File: config.mk
export PLATFORM = sky130hd
export DESIGN_NAME = l1ca_acq_scheduler
export DESIGN_NICKNAME = d
export VERILOG_FILES = /design/src/rtl/l1ca_acq_scheduler.sv
export SDC_FILE = /design/constraint.sdc
export NUM_CORES = 1
export LEC_CHECK = 0
export CORE_MARGIN = 2
export CORE_UTILIZATION = 55
export DETAILED_ROUTE_END_ITERATION = 16
export PLACE_DENSITY_LB_ADDON = 0.2
export SKIP_CTS_REPAIR_TIMING = 1
export SYNTH_ARGS = -nofsm -noshare
export SYNTH_HDL_FRONTEND = slang
export SYNTH_SLANG_ARGS = --single-unit
File: constraint.sdc
create_clock -name clk -period 8.05 [get_ports clk]
set_clock_uncertainty 0.1 [all_clocks]
set_input_delay 1.61 -clock clk [delete_from_list [all_inputs] [get_ports clk]]
set_output_delay 1.61 -clock clk [all_outputs]
set_load 0.02 [all_outputs]
File: src/rtl/l1ca_acq_scheduler.sv
// Sequences GPS L1 C/A acquisition over a 32-SV mask: a coarse search per SV,
// a fine search when the coarse peak clears the threshold, and one result per SV.
module l1ca_acq_scheduler #(
    parameter int COARSE_WIN = 19200,
    parameter int FINE_WIN   = 192000,
    parameter int TIMEOUT    = 2**20,
    parameter int WORD_W     = 32
) (
    input  logic              clk,
    input  logic              nrst,
    input  logic              go,
    input  logic              abort,
    input  logic [31:0]       sv_mask,
    input  logic [WORD_W-1:0] threshold,
    output logic              c_start,
    output logic [4:0]        c_sv,
    input  logic              c_busy,
    input  logic [WORD_W-1:0] c_acc,
    input  logic [10:0]       c_code_idx,
    input  logic [4:0]        c_dop_idx,
    output logic              f_start,
    output logic [4:0]        f_sv,
    output logic [10:0]       f_coarse_code_idx,
    output logic [4:0]        f_coarse_dop_idx,
    input  logic              f_busy,
    input  logic [WORD_W-1:0] f_acc,
    input  logic [12:0]       f_code_idx,
    input  logic [7:0]        f_dop_idx,
    output logic              res_valid,
    output logic [4:0]        res_sv,
    output logic              res_found,
    output logic              res_timeout,
    output logic [WORD_W-1:0] res_acc,
    output logic [12:0]       res_code,
    output logic [7:0]        res_dop,
    output logic              busy,
    output logic              done
);

    // state   | meaning
    // IDLE    | waiting for go
    // SCAN    | test one mask bit per cycle
    // C_RUN   | c_start held for COARSE_WIN cycles
    // C_WAIT  | wait for coarse engine busy to fall (bounded by TIMEOUT)
    // EVAL    | compare captured coarse peak with threshold
    // F_RUN   | f_start held for FINE_WIN cycles
    // F_WAIT  | wait for fine engine busy to fall (bounded by TIMEOUT)
    // REPORT  | res_valid pulse, advance to next SV
    localparam logic [2:0] S_IDLE   = 3'd0;
    localparam logic [2:0] S_SCAN   = 3'd1;
    localparam logic [2:0] S_C_RUN  = 3'd2;
    localparam logic [2:0] S_C_WAIT = 3'd3;
    localparam logic [2:0] S_EVAL   = 3'd4;
    localparam logic [2:0] S_F_RUN  = 3'd5;
    localparam logic [2:0] S_F_WAIT = 3'd6;
    localparam logic [2:0] S_REPORT = 3'd7;

    localparam int WIN_MAX = (COARSE_WIN > FINE_WIN) ? COARSE_WIN : FINE_WIN;
    localparam int WIN_W   = $clog2(WIN_MAX + 1);
    localparam int TO_W    = $clog2(TIMEOUT + 1);

    localparam logic [WIN_W-1:0] C_LOAD  = WIN_W'(COARSE_WIN - 1);
    localparam logic [WIN_W-1:0] F_LOAD  = WIN_W'(FINE_WIN - 1);
    localparam logic [TO_W-1:0]  TO_LOAD = TO_W'(TIMEOUT - 1);

    logic [2:0]        state;
    logic [4:0]        idx;
    logic [31:0]       mask_q;
    logic [WORD_W-1:0] thr_q;
    logic [WORD_W-1:0] e_acc;
    logic [WIN_W-1:0]  win_cnt;
    logic [TO_W-1:0]   to_cnt;
    logic              wait_first;

    always_ff @(posedge clk or negedge nrst) begin
        if (!nrst) begin
            state             <= S_IDLE;
            idx               <= '0;
            mask_q            <= '0;
            thr_q             <= '0;
            e_acc             <= '0;
            win_cnt           <= '0;
            to_cnt            <= '0;
            wait_first        <= 1'b0;
            c_start           <= 1'b0;
            c_sv              <= '0;
            f_start           <= 1'b0;
            f_sv              <= '0;
            f_coarse_code_idx <= '0;
            f_coarse_dop_idx  <= '0;
            res_valid         <= 1'b0;
            res_sv            <= '0;
            res_found         <= 1'b0;
            res_timeout       <= 1'b0;
            res_acc           <= '0;
            res_code          <= '0;
            res_dop           <= '0;
            busy              <= 1'b0;
            done              <= 1'b0;
        end else begin
            done      <= 1'b0;
            res_valid <= 1'b0;
            if (abort && state != S_IDLE) begin
                state   <= S_IDLE;
                c_start <= 1'b0;
                f_start <= 1'b0;
                busy    <= 1'b0;
                done    <= 1'b1;
            end else begin
                case (state)
                    S_IDLE: begin
                        if (go) begin
                            mask_q <= sv_mask;
                            thr_q  <= threshold;
                            idx    <= '0;
                            busy   <= 1'b1;
                            state  <= S_SCAN;
                        end
                    end
                    S_SCAN: begin
                        if (mask_q[idx]) begin
                            c_sv    <= idx;
                            c_start <= 1'b1;
                            win_cnt <= C_LOAD;
                            state   <= S_C_RUN;
                        end else if (idx == 5'd31) begin
                            done  <= 1'b1;
                            busy  <= 1'b0;
                            state <= S_IDLE;
                        end else begin
                            idx <= idx + 5'd1;
                        end
                    end
                    S_C_RUN: begin
                        if (win_cnt == '0) begin
                            c_start    <= 1'b0;
                            to_cnt     <= TO_LOAD;
                            wait_first <= 1'b1;
                            state      <= S_C_WAIT;
                        end else begin
                            win_cnt <= win_cnt - WIN_W'(1);
                        end
                    end
                    S_C_WAIT: begin
                        wait_first <= 1'b0;
                        // engine busy may still be low on the first cycle after start drops
                        if (!wait_first && !c_busy) begin
                            e_acc             <= c_acc;
                            f_coarse_code_idx <= c_code_idx;
                            f_coarse_dop_idx  <= c_dop_idx;
                            f_sv              <= c_sv;
                            state             <= S_EVAL;
                        end else if (to_cnt == '0) begin
                            res_valid   <= 1'b1;
                            res_sv      <= c_sv;
                            res_found   <= 1'b0;
                            res_timeout <= 1'b1;
                            res_acc     <= '0;
                            res_code    <= '0;
                            res_dop     <= '0;
                            state       <= S_REPORT;
                        end else begin
                            to_cnt <= to_cnt - TO_W'(1);
                        end
                    end
                    S_EVAL: begin
                        if (e_acc >= thr_q) begin
                            f_start <= 1'b1;
                            win_cnt <= F_LOAD;
                            state   <= S_F_RUN;
                        end else begin
                            res_valid   <= 1'b1;
                            res_sv      <= c_sv;
                            res_found   <= 1'b0;
                            res_timeout <= 1'b0;
                            res_acc     <= e_acc;
                            res_code    <= {2'b00, f_coarse_code_idx};
                            res_dop     <= {3'b000, f_coarse_dop_idx};
                            state       <= S_REPORT;
                        end
                    end
                    S_F_RUN: begin
                        if (win_cnt == '0) begin
                            f_start    <= 1'b0;
                            to_cnt     <= TO_LOAD;
                            wait_first <= 1'b1;
                            state      <= S_F_WAIT;
                        end else begin
                            win_cnt <= win_cnt - WIN_W'(1);
                        end
                    end
                    S_F_WAIT: begin
                        wait_first <= 1'b0;
                        if (!wait_first && !f_busy) begin
                            res_valid   <= 1'b1;
                            res_sv      <= c_sv;
                            res_found   <= 1'b1;
                            res_timeout <= 1'b0;
                            res_acc     <= f_acc;
                            res_code    <= f_code_idx;
                            res_dop     <= f_dop_idx;
                            state       <= S_REPORT;
                        end else if (to_cnt == '0) begin
                            res_valid   <= 1'b1;
                            res_sv      <= c_sv;
                            res_found   <= 1'b0;
                            res_timeout <= 1'b1;
                            res_acc     <= '0;
                            res_code    <= '0;
                            res_dop     <= '0;
                            state       <= S_REPORT;
                        end else begin
                            to_cnt <= to_cnt - TO_W'(1);
                        end
                    end
                    S_REPORT: begin
                        if (idx == 5'd31) begin
                            done  <= 1'b1;
                            busy  <= 1'b0;
                            state <= S_IDLE;
                        end else begin
                            idx   <= idx + 5'd1;
                            state <= S_SCAN;
                        end
                    end
                    default: state <= S_IDLE;
                endcase
            end
        end
    end

endmodule
==> impl_metrics.json, run 1 <==
{
  "status": "complete, no violations",
  "post_synth_most_frequent_cells": "dfrtp_1, nand2_1, mux2_2, o21ai_0, a22oi_1",
  "die_h_um": 147,
  "ctsLongestPathBuffers": 3,
  "core.rowCount": 52,
  "route.detailed.wl_per_inst_um": 19.1,
  "timing.critical_path.to_type": "flop",
  "detailroute.wirelength.met2_mm": 14.8,
  "timing.setup.tns_ns": 0,
  "placement.io_buffers": 261,
  "clkSlewWorstSetupHoldPaths_ns": 0.06,
  "detailed_placement_wirelength_estimate_mm": 21.0,
  "synth_area_um2": 11300,
  "yosysMostFrequentCell": "dfrtp_1",
  "initial_core_util_pct": 55.9,
  "drive_above_1_share_pct": 10.3,
  "layout.core_utilization_pct": 74.1,
  "p_leak_nw": 6.63,
  "async_flop_share_pct": 100,
  "yosys_warnings": 0,
  "die_width_um": 147,
  "fin_crit_ns": 4.29,
  "ys_dominant_reg_cell": "dfrtp_1",
  "ctsRootBufferMaster": "clkbuf_16",
  "worst_pin_slew_ns": 1.25,
  "placed_cells": 1560,
  "filler_cell_count": 1447,
  "max_cap_violations": 0,
  "ys_top_cells_by_area": "dfrtp_1, mux2_2, nand2_1",
  "critical_path_class": "primary input to flop",
  "htree_num_levels": 1,
  "power_density_nw_per_um2": 258,
  "cp_data_required_time_ns": 8.31,
  "finalHoldViolations": 0,
  "global_route_wire_length_before_repair_mm": 49.9,
  "total_power_mw": 3.85,
  "drt_drc_violations_left": 0,
  "syn_nets": 1288,
  "top_signal_layer_used": "met4",
  "grt_use_total_pct": 28.7,
  "design.die.area_um2": 21700,
  "cp-start-kind": "primary input",
  "cts_sinks": 235,
  "placer_s_final_routability_congestion_estimate": 0.856,
  "post-synth-top-area-fraction_pct": 52.2,
  "vias_in_the_first_global_route": 9508,
  "num-nets-final": 1526,
  "period_share_pct": 53.2,
  "detailed_routing_iteration_count_for_the_pre_antenna_repair_pass": 6,
  "cell_type_with_the_largest_total_area_after_synthesis": "dfrtp_1",
  "r2r_cells": 7,
  "setup_violations": 0,
  "vias_per_inst": 5.81,
  "num_io_pins": 262,
  "totalWireLength_mm": 30.8,
  "vdd.ir_drop.worst_mv": 0.214,
  "largest_net_degree_at_the_start_of_global_routing": 98,
  "detail_route.iter0.violations": 759,
  "worst_slack_ns": 3.76,
  "met1Wirelength_mm": 12.5,
  "antenna_found_initial": 4,
  "max_transition_viols_final": 0,
  "critical_path_peak_fanout": 29,
  "critPathArrivalTime_ns": 4.55,
  "route.vias.total": 9357,
  "post_synth_inst_count": 1080,
  "max_freq_ghz": 0.233,
  "hold_path.class": "flop to flop",
  "area_growth_pct": 32.6,
  "syn_avg_cell_area_um2": 10.4,
  "synth-seq-area-share_pct": 52.2,
  "pre_cts_ws_ns": 3.26,
  "numCtsBuffers": 26,
  "unrepaired_setup_endpoints_after_global_routing": "no",
  "dr_wl_met3_mm": 2.53,
  "core-area_um2": 20200,
  "final_antenna_net_count": 0,
  "slew_headroom_pct": 16.3,
  "synth_enable_flop_cells": 0,
  "grt_remaining_overflow": 0,
  "clk_latency_ns": 0.55,
  "min_delay_path_depth": 2,
  "cts_tree": "done",
  "synth.ff_latch_count": 235,
  "ys_types": 68,
  "stdcell_count": 1610
}
per-layer routing:
metal  track usage, %  up-vias
met5                0        -
met4             9.23        0
met3             6.77       53
met2             46.7      351
met1             38.4     4561
li1                 -     4392
critical path, cell delays in order:
cell and delay (ns):
clkdlybuf4s50_1 0.43, buf_4 0.24, a2111oi_0 0.40, o32ai_1 0.15, a21oi_1 0.17, a41o_1 0.65, and2_1 0.70, a41oi_1 0.19
layout by cell type, fill, tap and decap left out, drive strengths merged, types with 4 or more instances in the layout:
cell type / instances
clkdlybuf4s50: 260
dfrtp: 235
nand2: 179
mux2: 63
o21ai: 55
a22oi: 50
inv: 50
a21oi: 49
o2bb2ai: 48
nor2: 43
clkbuf: 39
ha: 37
nor3: 27
a31oi: 22
nand2b: 15
buf: 14
nand3: 10
mux4: 9
o31ai: 8
or3: 8
nor4: 8
a22o: 7
or4: 7
clkinv: 7
o21a: 6
nand4: 6
o41ai: 6
and2: 6
mux2i: 5
diode: 4
final timing paths:
path                       startpoint    endpoint  slack [ns]
min in group asynchronous        nrst  res_dop[7]        0.98
hold / removal             mask_q[25]  mask_q[25]        0.37
setup reg to reg             state[1]   res_sv[0]        3.89
max in group asynchronous        nrst   e_acc[14]        5.32
setup / recovery                abort   to_cnt[9]        3.76
hold reg to reg            mask_q[25]  mask_q[25]        0.37
sequential cells by signal, summed over array words and instances, names as in the netlist, 8 cells and up:
name,count
mask_q,32
f_coarse_code_idx,11
res_acc,32
to_cnt,21
res_code,13
win_cnt,18
thr_q,32
res_dop,8
e_acc,32
cell families (layout without fill, tap and decap cells):
kind of cell,count (synthesis),after routing,share of synthesized area (%)
other,0,4,0
AND/OR/NAND/NOR,326,326,13.1
AO/OA/AOI/OAI,287,287,17.7
buffers and inverters,116,372,4.15
flip-flops,235,235,52.2
XOR/XNOR,2,2,0.155
multiplexers,77,77,8.60
adder cells (fa/ha/maj),37,37,4.11
where the power goes:
part           leakage (nW)  internal [mW]  switching (mW)  total (mW)
Combinational          3.14          0.482           0.549        1.03
Sequential             3.06           1.45           0.186        1.63
Clock                 0.423          0.714           0.474        1.19
cell type report:
type | instances | area (um^2) | area share (%)
Antenna cell | 4 | 10.0 | 0.0670
Timing Repair Buffer | 274 | 2720 | 18.2
Clock buffer | 39 | 759 | 5.08
Tap cell | 270 | 338 | 2.26
Sequential cell | 235 | 5880 | 39.3
Clock inverter | 7 | 100 | 0.670
Inverter | 52 | 195 | 1.31
Multi-Input combinational cell | 729 | 4950 | 33.1
per-stage QoR:
| step | area (um^2) | hold WS (ns) |
|---|---|---|
| global route | 14900 | 0.390 |
| detailed placement | 14100 | 0.360 |
| global placement | 14100 | 0.353 |
| CTS | 14900 | 0.376 |
| floorplan | 11300 | 0.340 |
| finish | 14900 | 0.372 |
Note: power is estimated with default switching activity, not from simulation.
==> inputs of run 2 (changes only) <==
Settings changed: CORE_UTILIZATION 55 to 51.
Clock period 8.05 ns to 4.3 ns, I/O delays scaled along.
==> run 2 against run 1 <==
Flip-flop and latch count did not move. Register-to-register slack worse by 3.1 ns. Worst setup slack got worse by 3.0 ns. Combinational power up 90%. Cell area up 0.44%. Clock power grew 82%.
==> impl_metrics.json, run 2 (same netlist as run 1, synthesis figures left out) <==
{
  "numCtsBuffers": 25,
  "max_freq_ghz": 0.284,
  "fin_crit_ns": 3.52,
  "global_route_wire_length_before_repair_mm": 51.0,
  "worst_pin_slew_ns": 0.997,
  "reg2reg_from": "e_acc[30]",
  "critical_path_class": "flop to flop",
  "clkSlewWorstSetupHoldPaths_ns": 0.06,
  "placement.io_buffers": 261,
  "worst_slack_ns": 0.785,
  "grt_remaining_overflow": 0,
  "grt_use_total_pct": 26.7,
  "detailed_placement_wirelength_estimate_mm": 21.7,
  "area_growth_pct": 33.2,
  "core-area_um2": 21800,
  "core.rowCount": 54,
  "ctsRootBufferMaster": "clkbuf_16",
  "totalWireLength_mm": 31.5,
  "layout.core_utilization_pct": 69.0,
  "slew_headroom_pct": 33.6,
  "timing.setup.tns_ns": 0,
  "detail_route.iter0.violations": 685,
  "die_h_um": 153,
  "status": "complete, no violations",
  "vias_in_the_first_global_route": 9573,
  "pre_cts_ws_ns": 0.851,
  "num_io_pins": 262,
  "largest_net_degree_at_the_start_of_global_routing": 109,
  "route.vias.total": 9435,
  "hold-worst-slack_ns": 0.247,
  "unrepaired_setup_endpoints_after_global_routing": "no",
  "final_common_cell": "clkdlybuf4s50_1",
  "die_width_um": 153,
  "hold_path.class": "primary input to async pin",
  "max_cap_violations": 0,
  "finalHoldViolations": 0,
  "final_antenna_net_count": 0,
  "drive_above_1_share_pct": 11.0,
  "max_transition_viols_final": 0,
  "layout_common_cells": "clkdlybuf4s50_1, dfrtp_1, nand2_1, mux2_2, o21ai_0",
  "drt_drc_violations_left": 0,
  "initial_core_util_pct": 51.8,
  "vdd.ir_drop.worst_mv": 0.379,
  "antenna_found_initial": 1,
  "cp_data_required_time_ns": 4.60,
  "cts_sinks": 235,
  "p_leak_nw": 6.67,
  "period_share_pct": 81.8,
  "detailed_routing_iteration_count_for_the_pre_antenna_repair_pass": 6,
  "cp-start-kind": "flop",
  "critPathArrivalTime_ns": 3.82,
  "setup_violations": 0,
  "design.die.area_um2": 23300,
  "htree_num_levels": 1,
  "cts_tree": "done",
  "ctsLongestPathBuffers": 3,
  "setup.worst_path.start": "e_acc[30]",
  "critical_path_peak_fanout": 19,
  "power_density_nw_per_um2": 478,
  "num-nets-final": 1533,
  "r2r_cells": 8,
  "timing.critical_path.to_type": "flop",
  "route.detailed.wl_per_inst_um": 19.4,
  "placer_s_final_routability_congestion_estimate": 0.862,
  "vias_per_inst": 5.82,
  "clk_latency_ns": 0.52
}
-- run 2: changes by cell type in the layout (fill, tap and decap cells not counted), sizes merged --
cell      change
buf           +8
bufinv        -1
clkbuf        -2
clkinv        -1
clkinvlp      +1
diode         -3
-- run 2: path summary, 6_finish.rpt --
check | to | slack, ns
min | res_acc[19] | 0.25
min reg2reg | to_cnt[16] | 0.37
min in group clk | to_cnt[16] | 0.37
max reg2reg | res_sv[0] | 0.78
max in group asynchronous | f_coarse_dop_idx[3] | 2.84
max | res_sv[0] | 0.78
-- run 2: area by class of cell --
cell class / count / area, um^2
Timing Repair Buffer: 282 / 2810
Inverter: 52 / 195
Fill cell: 1696 / 6740
Clock inverter: 6 / 61.3
Tap cell: 280 / 350
Multi-Input combinational cell: 729 / 4950
Sequential cell: 235 / 5880
Antenna cell: 1 / 2.50
Clock buffer: 37 / 761
-- run 2: where the power goes --
group	switching, mW	internal (mW)	leakage [nW]
Combinational	1.05	0.914	3.20
Sequential	0.345	2.71	3.06
Clock	0.880	1.28	0.407
-- run 2: per-layer routing --
metal / share of wire (%) / track usage (%)
met5: 0 / 0
met4: 2.4 / 7.23
met3: 8.1 / 6.26
met2: 47 / 42.7
met1: 42 / 36.8
-- run 2: per-stage QoR --
step / power, mW / cells / cell area (um^2)
floorplan: 4.22 / 1080 / 11300
global placement: 4.95 / 1578 / 14200
CTS: 7.21 / 1621 / 15000
finish: 7.17 / 1622 / 15000
global route: 7.59 / 1622 / 15000
detailed placement: 5.02 / 1578 / 14200
-- run 2: worst max-delay path, cell delays in order (launching register included) --
cell	delay, ns
dfrtp_1	0.40
ha_1	0.32
nand4_1	0.16
or4_1	0.61
a31oi_1	0.30
nor3_1	0.15
o21ai_4	0.61
buf_4	0.37
mux2_2	0.37
==> inputs of run 3 (changes only) <==
Clock period 4.3 ns to 3.45 ns, I/O delays scaled along.
==> run 3 against run 2 <==
Global-route usage rose by 0.33 points. Count of clock-buffer cells in the layout rose by 1. Combinational power rose by 29%. Routed wire length rose by 1.3%. Critical endpoint is now res_acc[7]. Largest cell class unchanged. Largest power group unchanged.
==> impl_metrics.json, run 3 (same netlist as run 1, synthesis figures left out) <==
{
  "finalHoldViolations": 0,
  "grt_use_total_pct": 27.0,
  "totalWireLength_mm": 31.9,
  "placer_s_final_routability_congestion_estimate": 0.864,
  "combinationalPowerShare_pct": 28.0,
  "initial_core_util_pct": 51.8,
  "unrepaired_setup_endpoints_after_global_routing": "no",
  "status": "complete, no violations",
  "worst_path_dominant_cell_family": "simple AND/OR/NAND/NOR gates",
  "worst_pin_slew_ns": 0.805,
  "worst_slack_ns": 0.183,
  "gr-usage-met3_pct": 5.12,
  "power.clock.fraction_pct": 30.1,
  "ctsRootBufferMaster": "clkbuf_16",
  "layout_common_cells": "clkdlybuf4s50_1, dfrtp_1, nand2_1, mux2_2, o21ai_0",
  "critPathArrivalTime_ns": 3.55,
  "largest_net_degree_at_the_start_of_global_routing": 75,
  "layout.core_utilization_pct": 70.0,
  "area_growth_pct": 35.0,
  "vias_in_the_first_global_route": 9768,
  "slew_headroom_pct": 46.3,
  "p_leak_nw": 6.78,
  "max_transition_viols_final": 0,
  "detail_route.iter0.violations": 699,
  "route.vias.total": 9626,
  "drt_drc_violations_left": 0,
  "setup_violations": 0,
  "global_route_wire_length_before_repair_mm": 51.5,
  "final_antenna_net_count": 0,
  "numCtsBuffers": 26,
  "pre_cts_ws_ns": 0.0806,
  "power_density_nw_per_um2": 593,
  "die_width_um": 153,
  "core.rowCount": 54,
  "netSwitchingFraction_pct": 31.6,
  "clk_latency_ns": 0.53,
  "cp_data_required_time_ns": 3.73,
  "clkSlewWorstSetupHoldPaths_ns": 0.06,
  "critical_path_peak_fanout": 15,
  "htree_num_levels": 1,
  "timing.critical_path.to_type": "flop",
  "die_h_um": 153,
  "num-nets-final": 1556,
  "core-area_um2": 21800,
  "placement.io_buffers": 261,
  "timing.setup.tns_ns": 0,
  "max_cap_violations": 0,
  "drive_above_1_share_pct": 12.7,
  "critical_path.max_stage_delay_ns": 0.59,
  "total_switching_power_mw": 2.86,
  "worst_path_cell_with_the_longest_stage_delay": "or4_4",
  "grt_remaining_overflow": 0,
  "detailed_placement_wirelength_estimate_mm": 22.2,
  "seq_pwr_share_pct": 41.9,
  "cp-start-kind": "flop",
  "grt_use_met1_pct": 36.5,
  "internal_power_mw": 6.18,
  "vdd.ir_drop.worst_mv": 0.442,
  "design.die.area_um2": 23300,
  "final_common_cell": "clkdlybuf4s50_1",
  "cts_tree": "done",
  "critical_path.cell_chain": "or4_4, or3_1, or3_4, nor4_2, o21a_1, o21ai_4, buf_4, o2bb2ai_1",
  "detailed_routing_iteration_count_for_the_pre_antenna_repair_pass": 5,
  "ctsLongestPathBuffers": 3,
  "critical_path_class": "flop to flop",
  "route.detailed.wl_per_inst_um": 19.4,
  "num_io_pins": 262,
  "grt_util_met2_pct": 44.3,
  "max_freq_ghz": 0.306,
  "worstPathBufferInverterCount": 1,
  "period_share_pct": 94.7,
  "grt-busiest-layer": "met2",
  "fin_crit_ns": 3.27,
  "cts_sinks": 235,
  "vias_per_inst": 5.84,
  "antenna_found_initial": 1,
  "hold_path.class": "primary input to async pin"
}
## run 3: cell count changes in the layout (fill, tap and decap cells not counted)
cell / previous run / this run
inv_6: 1 / 0
bufinv_16: 1 / 0
o21ai_2: 0 / 1
buf_12: 3 / 4
clkbuf_8: 9 / 8
buf_4: 18 / 38
clkinvlp_4: 1 / 3
clkbuf_16: 25 / 27
nor3_2: 1 / 2
nor3_1: 26 / 25
clkinv_2: 3 / 6
## run 3: power by group through the flow
| stage | clock network [mW] | logic, mW | registers (mW) |
|---|---|---|---|
| 2_1_floorplan | 0 | 1.41 | 3.85 |
| 3_3_place_gp | 0 | 2.45 | 3.80 |
| 3_5_place_dp | 0 | 2.52 | 3.82 |
| 4_1_cts | 2.76 | 2.54 | 3.78 |
| 5_1_grt | 2.89 | 2.81 | 3.86 |
| 6_report | 2.72 | 2.53 | 3.79 |
## run 3: final cells by class
cell class	instances	area, um^2
Sequential cell	235	5880
Tap cell	280	350
Fill cell	1627	6530
Multi-Input combinational cell	730	4960
Clock inverter	9	52.6
Timing Repair Buffer	303	2980
Antenna cell	1	2.50
Inverter	52	195
Clock buffer	38	797
## run 3: metal layers
metal | share of wire (%) | wire length (um) | vias to the layer above
met5 | 0 | 0 | -
met4 | 3.4 | 1100 | 0
met3 | 7.9 | 2530 | 77
met2 | 47 | 14900 | 428
met1 | 42 | 13300 | 4673
li1 | - | - | 4448
## run 3: worst reg2reg max path, delay by kind of cell, from the launching register on
kind / cells / cell delay [ns]
AND/OR/NAND/NOR: 4 / 1.62
AO/OA/AOI/OAI: 3 / 0.67
flip-flops: 1 / 0.44
buffers and inverters: 1 / 0.28
## run 3: final timing paths
| path | depth (start not counted) | end | slack, ns | start |
|---|---|---|---|---|
| worst min register to register | 2 | mask_q[26] | 0.37 | mask_q[26] |
| worst max register to register | 8 | res_acc[7] | 0.18 | to_cnt[9] |
| min in group clk | 2 | mask_q[26] | 0.37 | mask_q[26] |
| worst min-delay path | 1 | e_acc[24] | 0.04 | nrst |
| worst max-delay path | 8 | res_acc[7] | 0.18 | to_cnt[9] |
| max in group asynchronous | 2 | res_acc[2] | 2.37 | nrst |
## run 3: per-stage QoR
step	instances	power (mW)	hold slack [ns]	area, um^2
2_1_floorplan	1080	5.26	0.294	11300
3_3_place_gp	1599	6.25	0.354	14400
3_5_place_dp	1599	6.34	0.359	14400
4_1_cts	1646	9.08	0.0577	15200
5_1_grt	1648	9.57	0.0738	15200
6_report	1648	9.03	0.0352	15200
==> patch (flow settings as in run 3) <==
`COARSE_WIN`: 19200 -> 76800.
--- a/src/rtl/l1ca_acq_scheduler.sv
+++ b/src/rtl/l1ca_acq_scheduler.sv
@@ -2,5 +2,5 @@
 // a fine search when the coarse peak clears the threshold, and one result per SV.
 module l1ca_acq_scheduler #(
-    parameter int COARSE_WIN = 19200,
+    parameter int COARSE_WIN = 76800,
     parameter int FINE_WIN   = 192000,
     parameter int TIMEOUT    = 2**20,
Check against the original RTL: no difference found for any inputs over 4 cycles, from zero or initial values and one cycle with nrst low; that may be too few to reach the edited logic, so the function may still have changed.
==> patch against run 3 <==
Cell area shrank 0.11%. Cell count down 3.0%. Wire length down 2.2%. Hold slack got worse by 29 ps. Die area rose by 1.6%. Setup slack gained 110 ps. Synthesized cell count is 2.9% lower. Synthesized area up 1.6%. Sequential cell count unchanged. Power grew 11%.
==> patch: results (changes against run 3) <==
metric;value;unit;change
compound-cell area share of the yosys netlist;16.7;%;-1.0 points
slowest stage delay, CP;550;ps;-40 ps
fillers;1647;;+1.2%
crit-path max FO;39;;+24
Global Route Usage Sum;26.2;%;-0.75 points
Area contributors post-synth;dfrtp_1, mux2_2, ha_1, o2bb2ai_1, nand2_1;;
Seq/Total Area, Yosys;51.3;%;-0.84 points
non-clk buf share;18.9;%;-0.69 points
met3 Use GR;5.95;%;+0.83 points
Routability Congestion;0.858;;-0.68%
syn nets;1257;;-2.4%
Ant. Diodes;0;;-1
VDD IR max;470;uV;+6.3%
Met2 Routed Length;14700;um;-1.6%
Signal inverters;48;;-7.7%
xor-xnor portion of the synthesized cell area;0.764;%;+0.61 points
top post-synthesis cells by count;dfrtp_1, mux2_2, nand2_1, o21ai_0, a21oi_1;;
first-pass GRT wire length;50100;um;-2.6%
non-clock buffer instance count of the final layout;287;;-5.3%
Final nets;1513;;-2.8%
seq_cells;235;;unchanged
Multi-input gate area;0.00517;sq mm;+4.1%
Slowest cell on crit path;nor4_2;;
final WL;31200;um;-2.2%
layout cell share with drive strength beyond 1;13.7;%;+0.99 points
Metal-1 WL;13300;um;-0.30%
Netlist cell types;69;;+1.5%
worst path arrival time;3460;ps;-90 ps
met1 GRT Util;34.7;%;-1.8 points
clk_buf instances;35;;-7.9%
#MultiIn Comb;708;;-3.0%
met3 wire len;2310;um;-8.9%
Synth Flop Type;dfrtp_1;;
largest net degree at the start of global routing;80;;+6.7%
status;finished, final reports clean;;
HPWL Detailed;22200;um;+0.12%
initial core utilization;52.2;%;+0.36 points
Slew @ Worst Pin;833;ps;+28.1 ps
CTS buffer count;25;;-3.8%
clock-cell share of area;4.94;%;-0.64 points
DR iter-0 viols;600;;-14%
Synth Area in Adders;4.04;%;-0.066 points
via count;9278;;-3.6%
patch: cells by family after synthesis:
group	after synthesis
AOI/OAI and AO/OA	279
adders and majority gates	37
muxes	112
buffers and inverters	106
and+or+nand+nor	270
DFF	235
xor gates and xnor gates	10
patch: power by group:
group | total (mW) | switching [mW] | internal [mW]
Clock | 2.53 | 1.07 | 1.46
Combinational | 3.33 | 1.71 | 1.62
Sequential | 4.14 | 0.583 | 3.55
Total | 10.0 | 3.36 | 6.64
patch: through the flow:
| step | instance area, sq um | hold slack (ps) | instances | setup WS [ps] | util [%] |
|---|---|---|---|---|---|
| 2_1_floorplan | 11500 | 294 | 1049 | 752 | - |
| 3_3_place_gp | 14400 | 370 | 1558 | 289 | 65.8 |
| 3_5_place_dp | 14400 | 374 | 1558 | 182 | 65.8 |
| 4_1_cts | 15200 | 63.1 | 1599 | 148 | 69.2 |
| 5_1_grt | 15200 | 68.8 | 1599 | 128 | 69.3 |
| 6_report | 15200 | 6.15 | 1599 | 293 | 69.3 |
patch: path summary, 6_finish.rpt:
path / endpoint / slack, ps / cells after the start / start
hold reg to reg: res_acc[24]$_DFFE_PN0P_ / 380 / 1 / res_acc[24]$_DFFE_PN0P_
min in group clk: res_acc[24]$_DFFE_PN0P_ / 380 / 1 / res_acc[24]$_DFFE_PN0P_
max in group asynchronous: mask_q[0]$_DFFE_PN0P_ / 2390 / 2 / nrst
hold / removal: e_acc[20]$_DFFE_PN0P_ / 6 / 1 / nrst
setup reg to reg: res_sv[0]$_DFFE_PN0P_ / 290 / 9 / e_acc[30]$_DFFE_PN0P_
setup / recovery: res_sv[0]$_DFFE_PN0P_ / 290 / 9 / e_acc[30]$_DFFE_PN0P_
